## config.mk

```make
export PLATFORM = sky130hd
export DESIGN_NAME = legendre_rom_arbiter
export DESIGN_NICKNAME = d
export VERILOG_FILES = /design/src/rtl/legendre_rom_arbiter_pkg.sv /design/src/rtl/legendre_rom_arbiter_rr_pick.sv /design/src/rtl/legendre_rom_arbiter.sv
export SDC_FILE = /design/constraint.sdc
export NUM_CORES = 1
export LEC_CHECK = 0
export BUFFER_PORTS_ARGS = -buffer_cell sky130_fd_sc_hd__buf_2
export CORE_MARGIN = 3
export CORE_UTILIZATION = 43
export DETAILED_ROUTE_END_ITERATION = 6
export PLACE_DENSITY = 0.82
export REMOVE_ABC_BUFFERS = 1
export SYNTH_ARGS = -nofsm -noshare
export SYNTH_HDL_FRONTEND = slang
export SYNTH_SLANG_ARGS = --single-unit
```

## constraint.sdc

```tcl
create_clock -name clk -period 3.7 [get_ports clk]
set_input_delay 0.185 -clock clk [delete_from_list [all_inputs] [get_ports clk]]
set_output_delay 0.185 -clock clk [all_outputs]
set_load 0.01 [all_outputs]
```

## src/rtl/legendre_rom_arbiter_pkg.sv

```systemverilog
// Shared constants and types for the Legendre ROM arbitration slice.
//   LEGENDRE_ADDR_W    : ROM word address width
//   LEGENDRE_DATA_W    : ROM word width
//   LEGENDRE_TAIL_ADDR : tail word address, passed through like any other address
//   CONFLICT_W         : width of the saturating conflict counter
package legendre_rom_arbiter_pkg;

    localparam int LEGENDRE_ADDR_W = 10;
    localparam int LEGENDRE_DATA_W = 16;
    localparam logic [LEGENDRE_ADDR_W-1:0] LEGENDRE_TAIL_ADDR = 10'd640;
    localparam int CONFLICT_W = 16;

    typedef logic [LEGENDRE_ADDR_W-1:0] legendre_addr_t;
    typedef logic [LEGENDRE_DATA_W-1:0] legendre_word_t;
    typedef logic [CONFLICT_W-1:0]      conflict_cnt_t;

    localparam conflict_cnt_t CONFLICT_MAX = '1;

endpackage

```

## src/rtl/legendre_rom_arbiter_rr_pick.sv

```systemverilog
// m_rr_pick: cyclic first-set search of an R-bit request vector starting at
// ptr_i (inclusive).
//   req_i    : request vector
//   ptr_i    : search start position
//   onehot_o : one-hot winner, 0 when no request
//   index_o  : winner index, 0 when no request
//   valid_o  : at least one request present
module m_rr_pick #(
    parameter int R  = 8,
    parameter int PW = (R > 1) ? $clog2(R) : 1
) (
    input  logic [R-1:0]  req_i,
    input  logic [PW-1:0] ptr_i,
    output logic [R-1:0]  onehot_o,
    output logic [PW-1:0] index_o,
    output logic          valid_o
);

    logic [2*R-1:0] dbl;
    logic [2*R-1:0] masked;
    logic [PW-1:0]  idx;
    logic           found;

    // Lower copy is masked below the pointer; the unmasked upper copy supplies
    // the wrap-around candidates, so a plain LSB-first scan gives cyclic order.
    always_comb begin
        dbl    = {req_i, req_i};
        masked = '0;
        for (int i = 0; i < 2*R; i++) begin
            masked[i] = dbl[i] & (i >= int'(ptr_i));
        end
        found = 1'b0;
        idx   = '0;
        for (int i = 0; i < 2*R; i++) begin
            if (masked[i] && !found) begin
                found = 1'b1;
                idx   = PW'(i % R);
            end
        end
    end

    always_comb begin
        onehot_o = '0;
        if (found) begin
            onehot_o[idx] = 1'b1;
        end
    end

    assign index_o = idx;
    assign valid_o = found;

endmodule

```

## src/rtl/legendre_rom_arbiter.sv

```systemverilog
// legendre_rom_arbiter: grants at most one Legendre ROM read per cycle among
// R = 2*CH_NUM requesters (r = 2*ch + k, k=0 sequence 1, k=1 sequence 2).
// Preempt-flagged requests beat normal ones; each class is round-robin.
//   clk, rst_b          : clock, synchronous active-low reset
//   enable              : 0 blocks all grants and freezes state
//   legendre_rd         : per-requester read request (level)
//   preempt             : per-requester priority flag, qualified by legendre_rd
//   legendre_addr       : packed per-requester addresses, 10 bits each
//   legendre_read_valid : one-hot grant, combinational
//   rom_rd, rom_addr    : ROM read strobe and address
//   rom_data            : ROM output, valid the cycle after rom_rd
//   legendre_data       : broadcast return data
//   conflict_count      : saturating count of cycles with >=2 active requests
module legendre_rom_arbiter
    import legendre_rom_arbiter_pkg::*;
#(
    parameter int CH_NUM = 4
) (
    input  logic                                 clk,
    input  logic                                 rst_b,
    input  logic                                 enable,
    input  logic [2*CH_NUM-1:0]                  legendre_rd,
    input  logic [2*CH_NUM-1:0]                  preempt,
    input  logic [LEGENDRE_ADDR_W*2*CH_NUM-1:0]  legendre_addr,
    output logic [2*CH_NUM-1:0]                  legendre_read_valid,
    output logic                                 rom_rd,
    output logic [LEGENDRE_ADDR_W-1:0]           rom_addr,
    input  logic [LEGENDRE_DATA_W-1:0]           rom_data,
    output logic [LEGENDRE_DATA_W-1:0]           legendre_data,
    output logic [CONFLICT_W-1:0]                conflict_count
);

    localparam int R  = 2 * CH_NUM;
    localparam int PW = (R > 1) ? $clog2(R) : 1;

    logic [R-1:0]   req;
    logic [R-1:0]   hi;
    logic [R-1:0]   lo;
    logic [R-1:0]   hi_onehot;
    logic [R-1:0]   lo_onehot;
    logic [PW-1:0]  hi_idx;
    logic [PW-1:0]  lo_idx;
    logic           hi_valid;
    logic           lo_valid;
    logic [R-1:0]   grant;
    logic [PW-1:0]  winner;
    logic           granted;
    logic           multi_req;
    legendre_addr_t addr_mux;

    logic [PW-1:0]  ptr_hi_q, ptr_hi_d;
    logic [PW-1:0]  ptr_lo_q, ptr_lo_d;
    conflict_cnt_t  conflict_q, conflict_d;

    assign req = legendre_rd & {R{enable}};
    assign hi  = req & preempt;
    assign lo  = req & ~preempt;

    m_rr_pick #(.R(R), .PW(PW)) u_pick_hi (
        .req_i    (hi),
        .ptr_i    (ptr_hi_q),
        .onehot_o (hi_onehot),
        .index_o  (hi_idx),
        .valid_o  (hi_valid)
    );

    m_rr_pick #(.R(R), .PW(PW)) u_pick_lo (
        .req_i    (lo),
        .ptr_i    (ptr_lo_q),
        .onehot_o (lo_onehot),
        .index_o  (lo_idx),
        .valid_o  (lo_valid)
    );

    assign grant   = hi_valid ? hi_onehot : lo_onehot;
    assign winner  = hi_valid ? hi_idx : lo_idx;
    assign granted = hi_valid | lo_valid;

    // Grant is one-hot, so OR-ing the gated lanes is a clean mux and yields 0
    // when idle.
    always_comb begin
        addr_mux = '0;
        for (int r = 0; r < R; r++) begin
            if (grant[r]) begin
                addr_mux = addr_mux | legendre_addr[r*LEGENDRE_ADDR_W +: LEGENDRE_ADDR_W];
            end
        end
    end

    assign legendre_read_valid = grant;
    assign rom_rd              = granted;
    assign rom_addr            = addr_mux;
    assign legendre_data       = rom_data;

    // Clearing the lowest set bit leaves something only if two or more were set.
    assign multi_req = (req & (req - R'(1))) != '0;

    function automatic logic [PW-1:0] rr_next(input logic [PW-1:0] idx);
        return (idx == PW'(R - 1)) ? '0 : idx + PW'(1);
    endfunction

    always_comb begin
        ptr_hi_d   = ptr_hi_q;
        ptr_lo_d   = ptr_lo_q;
        conflict_d = conflict_q;
        if (granted) begin
            if (hi_valid) begin
                ptr_hi_d = rr_next(winner);
            end else begin
                ptr_lo_d = rr_next(winner);
            end
        end
        if (multi_req && (conflict_q != CONFLICT_MAX)) begin
            conflict_d = conflict_q + 1'b1;
        end
    end

    always_ff @(posedge clk) begin
        if (!rst_b) begin
            ptr_hi_q   <= '0;
            ptr_lo_q   <= '0;
            conflict_q <= '0;
        end else begin
            ptr_hi_q   <= ptr_hi_d;
            ptr_lo_q   <= ptr_lo_d;
            conflict_q <= conflict_d;
        end
    end

    assign conflict_count = conflict_q;

endmodule

```

Word level (Yosys, flattened, before mapping)
Index checks and enable logic that the tools add are counted.
{ "totals": {"elab_cells": 198, "regBits": 22, "mem_bits_ro": 0, "latchBits": 0, "memories": 0, "ram_bits": 0} }
{ "classes": {"n_div": 0, "mux": 78, "n_bitwise": 28, "mul": 0, "shifts": 0, "n_addsub": 3, "order_cmp": 18, "reduce_logical": 66, "n_eq_ne": 2} }
{ "ops": {"columns": ["op", "count"], "rows": [
  ["3-bit two-way mux", 30],
  ["10-bit two-way mux", 8],
  ["10-bit OR", 7],
  ["1-bit two-way mux", 36],
  ["1-bit logical AND", 33],
  ["8-bit AND", 4],
  ["1-bit zero test", 30],
  ["3-bit greater-or-equal comparator, first input constant", 6],
  ["16-bit by 1-bit adder with 16-bit output, second input constant", 1],
  ["8-bit two-way mux", 2],
  ["16-bit != test, second input constant", 1],
  ["1-bit AND", 14],
  ["1-bit by 3-bit greater-or-equal comparator with 1-bit output, first input constant", 4],
  ["2-bit by 3-bit greater-or-equal comparator with 1-bit output, first input constant", 4],
  ["3-bit by 4-bit less-than comparator with 1-bit output, second input constant", 2],
  ["8-bit NOT", 1],
  ["8-bit nonzero test", 1],
  ["8-bit by 1-bit subtractor with 8-bit output, second input constant", 1],
  ["1-bit demux with 3-bit select", 2],
  ["3-bit by 1-bit greater-or-equal comparator with 1-bit output, second input constant", 2],
  ["2-bit AND reduction", 2],
  ["3-bit by 1-bit adder with 3-bit output, second input constant", 1],
  ["3-bit equality test, second input constant", 1],
  ["1-bit NOT", 1],
  ["1-bit OR", 1]
]} }

Longest topological paths before layout
{ "depth": {"depth_word": 70, "ltp_mapped": 12, "depth_no_buf": 10} }

Cells and area by module
A second synthesis with hierarchy kept.
{ "hier_totals": {"cells_unflattened": 364, "hier_area_um2": 2760.1} }
{ "by_module_without_submodules": {"columns": ["module", "n_inst", "area_each_um2", "cells_each"], "rows": [
  ["legendre_rom_arbiter", 1, 1939.4, 241],
  ["m_rr_pick at u_pick_hi", 1, 422.9, 65],
  ["m_rr_pick at u_pick_lo", 1, 397.9, 58]
]} }

Least setup slack after synthesis
Ideal clock, no wire load.
{ "synth_path": {"kind": "reg-to-output", "start": "reg ptr_lo_q[1]", "end": "out rom_addr[0]", "n_path_buf": 2, "t_arrival_ns": 2.599, "slack_ns": 0.916, "stages_incl_launch_ff": 11, "path_cell_list": "dfxtp_1 > buf_2 > nand2_1 > a222oi_1 > nand4_2 > o32ai_4 > or2b_2 > o32ai_2 > buf_6 > a222oi_1 > nand4_1"} }
{ "synth_between": {"word_cells_on_any_way": 97, "cone_classes": "order compare: 9; mux: 43; bitwise: 14; reduce/logical: 31"} }
{ "synth_rtl": {"columns": ["element", "line", "text"], "rows": [
  ["start: declaration", "legendre_rom_arbiter.sv:52", "logic [PW-1:0] ptr_lo_q, ptr_lo_d;"],
  ["start signal: assignment", "legendre_rom_arbiter.sv:125", "ptr_lo_q <= ptr_lo_d;"],
  ["1-bit by 3-bit greater-or-equal comparator with 1-bit output", "legendre_rom_arbiter_rr_pick.sv:30", "masked[i] = dbl[i] & (i >= int'(ptr_i));"],
  ["1-bit AND", "legendre_rom_arbiter_rr_pick.sv:30", null],
  ["1-bit two-way mux", "legendre_rom_arbiter_rr_pick.sv:35", "if (masked[i] && !found) begin"],
  ["1-bit zero test", "legendre_rom_arbiter_rr_pick.sv:35", null],
  ["1-bit logical AND", "legendre_rom_arbiter_rr_pick.sv:35", null],
  ["1-bit two-way mux", "legendre_rom_arbiter_rr_pick.sv:35", null],
  ["1-bit zero test", "legendre_rom_arbiter_rr_pick.sv:35", null],
  ["1-bit logical AND", "legendre_rom_arbiter_rr_pick.sv:35", null],
  ["[... 46 more ...]", null, null],
  ["via legendre_read_valid[4]", "legendre_rom_arbiter.sv:25", "output logic [2*CH_NUM-1:0] legendre_read_valid,"],
  ["10-bit two-way mux (*)", "legendre_rom_arbiter.sv:84", "if (grant[r]) begin"],
  ["10-bit OR", "legendre_rom_arbiter.sv:85", "addr_mux = addr_mux | legendre_addr[r*LEGENDRE_ADDR_W +: LEGENDRE_ADDR_W];"],
  ["10-bit two-way mux (*)", "legendre_rom_arbiter.sv:84", null],
  ["10-bit OR", "legendre_rom_arbiter.sv:85", null],
  ["10-bit two-way mux (*)", "legendre_rom_arbiter.sv:84", null],
  ["10-bit OR", "legendre_rom_arbiter.sv:85", null],
  ["10-bit two-way mux (*)", "legendre_rom_arbiter.sv:84", null],
  ["end: declaration", "legendre_rom_arbiter.sv:27", "output logic [LEGENDRE_ADDR_W-1:0] rom_addr,"]
]} }
Mark *: on every way through the listed nets, which the timed path passes. The rest lies on a longest branch.

Worst setup path in the final report
{ "layout_path": {"start": "reg ptr_lo_q[2]", "end": "out rom_addr[7]"} }
{ "layout_between": {"elab_chain_len": 69, "word_cells_on_any_way": 97, "cone_classes": "order compare: 9; mux: 43; bitwise: 14; reduce/logical: 31"} }
{ "layout_rtl": {"columns": ["element", "line"], "rows": [
  ["1-bit by 3-bit greater-or-equal comparator with 1-bit output", "legendre_rom_arbiter_rr_pick.sv:30"],
  ["1-bit AND", "legendre_rom_arbiter_rr_pick.sv:30"],
  ["1-bit two-way mux", "legendre_rom_arbiter_rr_pick.sv:35"],
  ["1-bit zero test", "legendre_rom_arbiter_rr_pick.sv:35"],
  ["1-bit logical AND", "legendre_rom_arbiter_rr_pick.sv:35"],
  ["1-bit two-way mux", "legendre_rom_arbiter_rr_pick.sv:35"],
  ["1-bit zero test", "legendre_rom_arbiter_rr_pick.sv:35"],
  ["1-bit logical AND", "legendre_rom_arbiter_rr_pick.sv:35"],
  ["[... 53 more ...]", null],
  ["10-bit OR", "legendre_rom_arbiter.sv:85"],
  ["10-bit two-way mux", "legendre_rom_arbiter.sv:84"],
  ["10-bit OR", "legendre_rom_arbiter.sv:85"],
  ["10-bit two-way mux", "legendre_rom_arbiter.sv:84"],
  ["10-bit OR", "legendre_rom_arbiter.sv:85"],
  ["10-bit two-way mux", "legendre_rom_arbiter.sv:84"],
  ["10-bit OR", "legendre_rom_arbiter.sv:85"],
  ["10-bit two-way mux (*)", "legendre_rom_arbiter.sv:84"]
]} }
Every way passes the cells marked *; elsewhere a longest branch is shown, timed or not.

==> flow_metrics.py <==
metrics = {
    "pwr": {
        "p_sw_mw": 0.438,
        "power_frac_seq_pct": 27.3,
        "peakVddDrop_mv": 0.159,
        "fin_total_pwr_mw": 1.01,
        "power_density_nw_per_um2": 315,
        "clkPwrFrac_pct": 14.7,
        "p_sw_share_pct": 43.3,
        "p_leak_nw": 1.47,
        "comb_power_share_pct": 58.0,
        "internal-power_mw": 0.574,
    },
    "floorplan": {
        "io_pins": 166,
        "die_x_microns": 82.8,
        "num_rows": 27,
        "start_util_pct": 45.2,
        "core_sq_um": 5610,
        "design.die.area_sq_um": 6860,
        "die_h_microns": 82.8,
    },
    "run_status": {
        "violations": "design-rule violations",
        "status": "finished, violations left",
    },
    "worst_setup_path": {
        "critPathTopFamily": "simple AND/OR/NAND/NOR gates",
        "crit_required_ps": 3510,
        "critPathMaxFanout": 11,
        "arrival_ps": 3220,
        "critPathMaxStageDelay_ps": 570,
        "slowest_stage": "or4_1",
        "startpoint_type": "flip-flop",
        "cp-end-kind": "primary output",
        "crit_buf_inv": 1,
        "critPathKind": "reg2out",
        "path_cells": "nand2b_1, or4_1, nand4_2, o22ai_1, or3_1, o32ai_2, a222oi_1, nand4_1, buf_2",
    },
    "routing": {
        "drt_iter0_markers": 342,
        "final_antenna_net_count": 0,
        "num_vias": 3417,
        "wl_per_cell_microns": 18.2,
        "drt_wl_total_microns": 9650,
        "route.detailed.drc": 1,
        "via_per_inst": 6.46,
        "firstDrtPassIters": 7,
    },
    "synthesis": {
        "ys_seq_area_share_pct": 17.4,
        "synth_edf_count": 0,
        "synthDistinctLibCells": 64,
        "yosys_most_used_dff": "dfxtp_1",
        "synth-async-reset-ratio_pct": 0,
        "synthesis.area_sq_um": 2540,
        "synth.area.top_cells": "dfxtp_1, a22oi_1, buf_4",
        "postSynthCellCount": 343,
        "synth_top_area_share_pct": 17.4,
        "yosys.area.top_type": "dfxtp_1",
        "yosys_warnings": 0,
        "synth_seq_cells": 22,
        "synth.avg_cell_area_sq_um": 7.39,
    },
    "clock_tree": {
        "clock_path_buffers": 2,
        "clk_latency_ps": 260,
        "cts_buffers": 3,
        "htreeDepth": 1,
        "clockRootBuffer": "clkbuf_8",
        "postCtsSetupRepairBufs": 0,
        "cts_resized": 0,
        "cts_tree": "done",
        "cts.clk_slew.worst_paths_ps": 80,
        "ctsHoldBuffers": 0,
        "cts.sinks": 22,
    },
    "timing": {
        "fin_crit_ps": 3410,
        "rsz0062_at_grt": "no",
        "worst_slew_pin_slew_ps": 837,
        "slew_headroom_pct": 44.2,
        "final.setup.worst_slack_ps": 292,
        "fin_tns_setup_ps": 0,
        "slew_viol_final": 0,
        "fmax_mhz": 293,
        "hold_viol_final": 0,
        "final-setup-viol-count": 0,
        "skew_ps": 1.80,
        "period_share_pct": 92.1,
    },
    "grt": {
        "grt_usage_pct": 26.7,
        "grt_overflow": 0,
        "grt_pass1_wl_microns": 15800,
        "grt_max_degree": 27,
        "antenna_found_initial": 0,
        "grt_pass1_vias": 3231,
    },
    "layout": {
        "syn2layout_area_growth_pct": 26.6,
        "antenna_cells": 0,
        "layout-drive-gt1-share_pct": 35.4,
        "final_cell_mix": "buf_2, nor2_1, nand2_1, dfxtp_1, a22oi_1",
        "final_common_cell": "buf_2",
        "final_util_pct": 57.3,
        "final_nets": 576,
    },
    "placement": {
        "gp_congestion": 1.04,
        "port_buffers": 133,
        "dpl.hpwl_microns": 7760,
        "detailedPlace.worstSlack_ps": 365,
    },
    "run": {
        "maxCapViolCount": 0,
    },
    "min_path": {
        "worstHoldPathType": "in2reg",
    },
}
## per-layer routing
metal  GRT usage [%]  vias up  wire length [microns]
met5               0        -                      0
met4            8.02        0                    225
met2            46.1      229                   4680
met3            5.95       16                   1030
li1                -     1583                      -
met1            33.0     1589                   3720
## flip-flops by register name, indices dropped and copies added, names as in the netlist
| signal | cells |
|---|---|
| ptr_lo_q | 3 |
| conflict_count | 16 |
| ptr_hi_q | 3 |
## power groups by stage
| stage | clock (mW) | sequential [mW] | combinational, mW |
|---|---|---|---|
| 2_1_floorplan | 0 | 0.276 | 0.347 |
| 3_3_place_gp | 0 | 0.280 | 0.566 |
| 3_5_place_dp | 0 | 0.281 | 0.579 |
| 4_1_cts | 0.154 | 0.275 | 0.581 |
| 5_1_grt | 0.161 | 0.279 | 0.641 |
| 6_report | 0.148 | 0.276 | 0.587 |
## worst register-to-register path, cell delays in order (launching register included)
cell and delay [ps]:
dfxtp_1 470, o21ai_1 140, a222oi_1 330, buf_4 210
nand4_2 180, o32ai_4 410, nor3_1 90, a21oi_1 130
ha_1 180, xor2_1 310, mux2i_1 120, nor2_1 100
## synth_stat cells, types with 9 or more instances
| cell | n |
|---|---|
| nor2_1 | 32 |
| nand2_1 | 31 |
| dfxtp_1 | 22 |
| a22oi_1 | 21 |
| nand3_1 | 18 |
| buf_4 | 16 |
| a21oi_1 | 14 |
| nand4_1 | 14 |
| nand2b_1 | 12 |
| a222oi_1 | 11 |
| a31oi_1 | 9 |
| and3_1 | 9 |
## logic make-up (layout without fill, tap and decap cells)
logic type / Yosys count / after routing / share of synthesized area (%)
buffers and inverters: 35 / 149 / 8.09
multiplexers: 7 / 7 / 2.81
adder cells (fa/ha/maj): 2 / 2 / 0.987
XOR/XNOR: 8 / 8 / 2.76
AO/OA/AOI/OAI: 114 / 114 / 35.6
AND/OR/NAND/NOR: 155 / 155 / 32.4
flip-flops: 22 / 22 / 17.4
## final cells by class
class / count / area (sq um)
multi-input combinational: 286 / 1890
timing repair buffer: 141 / 726
inverter: 5 / 18.8
sequential: 22 / 440
tap: 72 / 90.1
clock buffer: 3 / 41.3
fill: 535 / 2400
## metrics by stage
step / instances / hold slack (ps) / instance area, sq um
3_5_place_dp: 526 / 370 / 3170
6_report: 529 / 276 / 3210
4_1_cts: 529 / 267 / 3210
2_1_floorplan: 313 / 318 / 2350
5_1_grt: 529 / 293 / 3210
3_3_place_gp: 526 / 370 / 3170
## worst paths after layout
path,startpoint,to,slack [ps],cells after the start
worst max register to register,ptr_lo_q[1]$_SDFFE_PN0P_,ptr_lo_q[2]$_SDFFE_PN0P_,960,11
worst min register to register,conflict_count[7]$_SDFFE_PN0P_,conflict_count[7]$_SDFFE_PN0P_,500,2
worst max-delay path,ptr_lo_q[2]$_SDFFE_PN0P_,rom_addr[7],290,9
worst min-delay path,rst_b,conflict_count[12]$_SDFFE_PN0P_,280,2
Note: power is estimated with default switching activity, not from simulation.
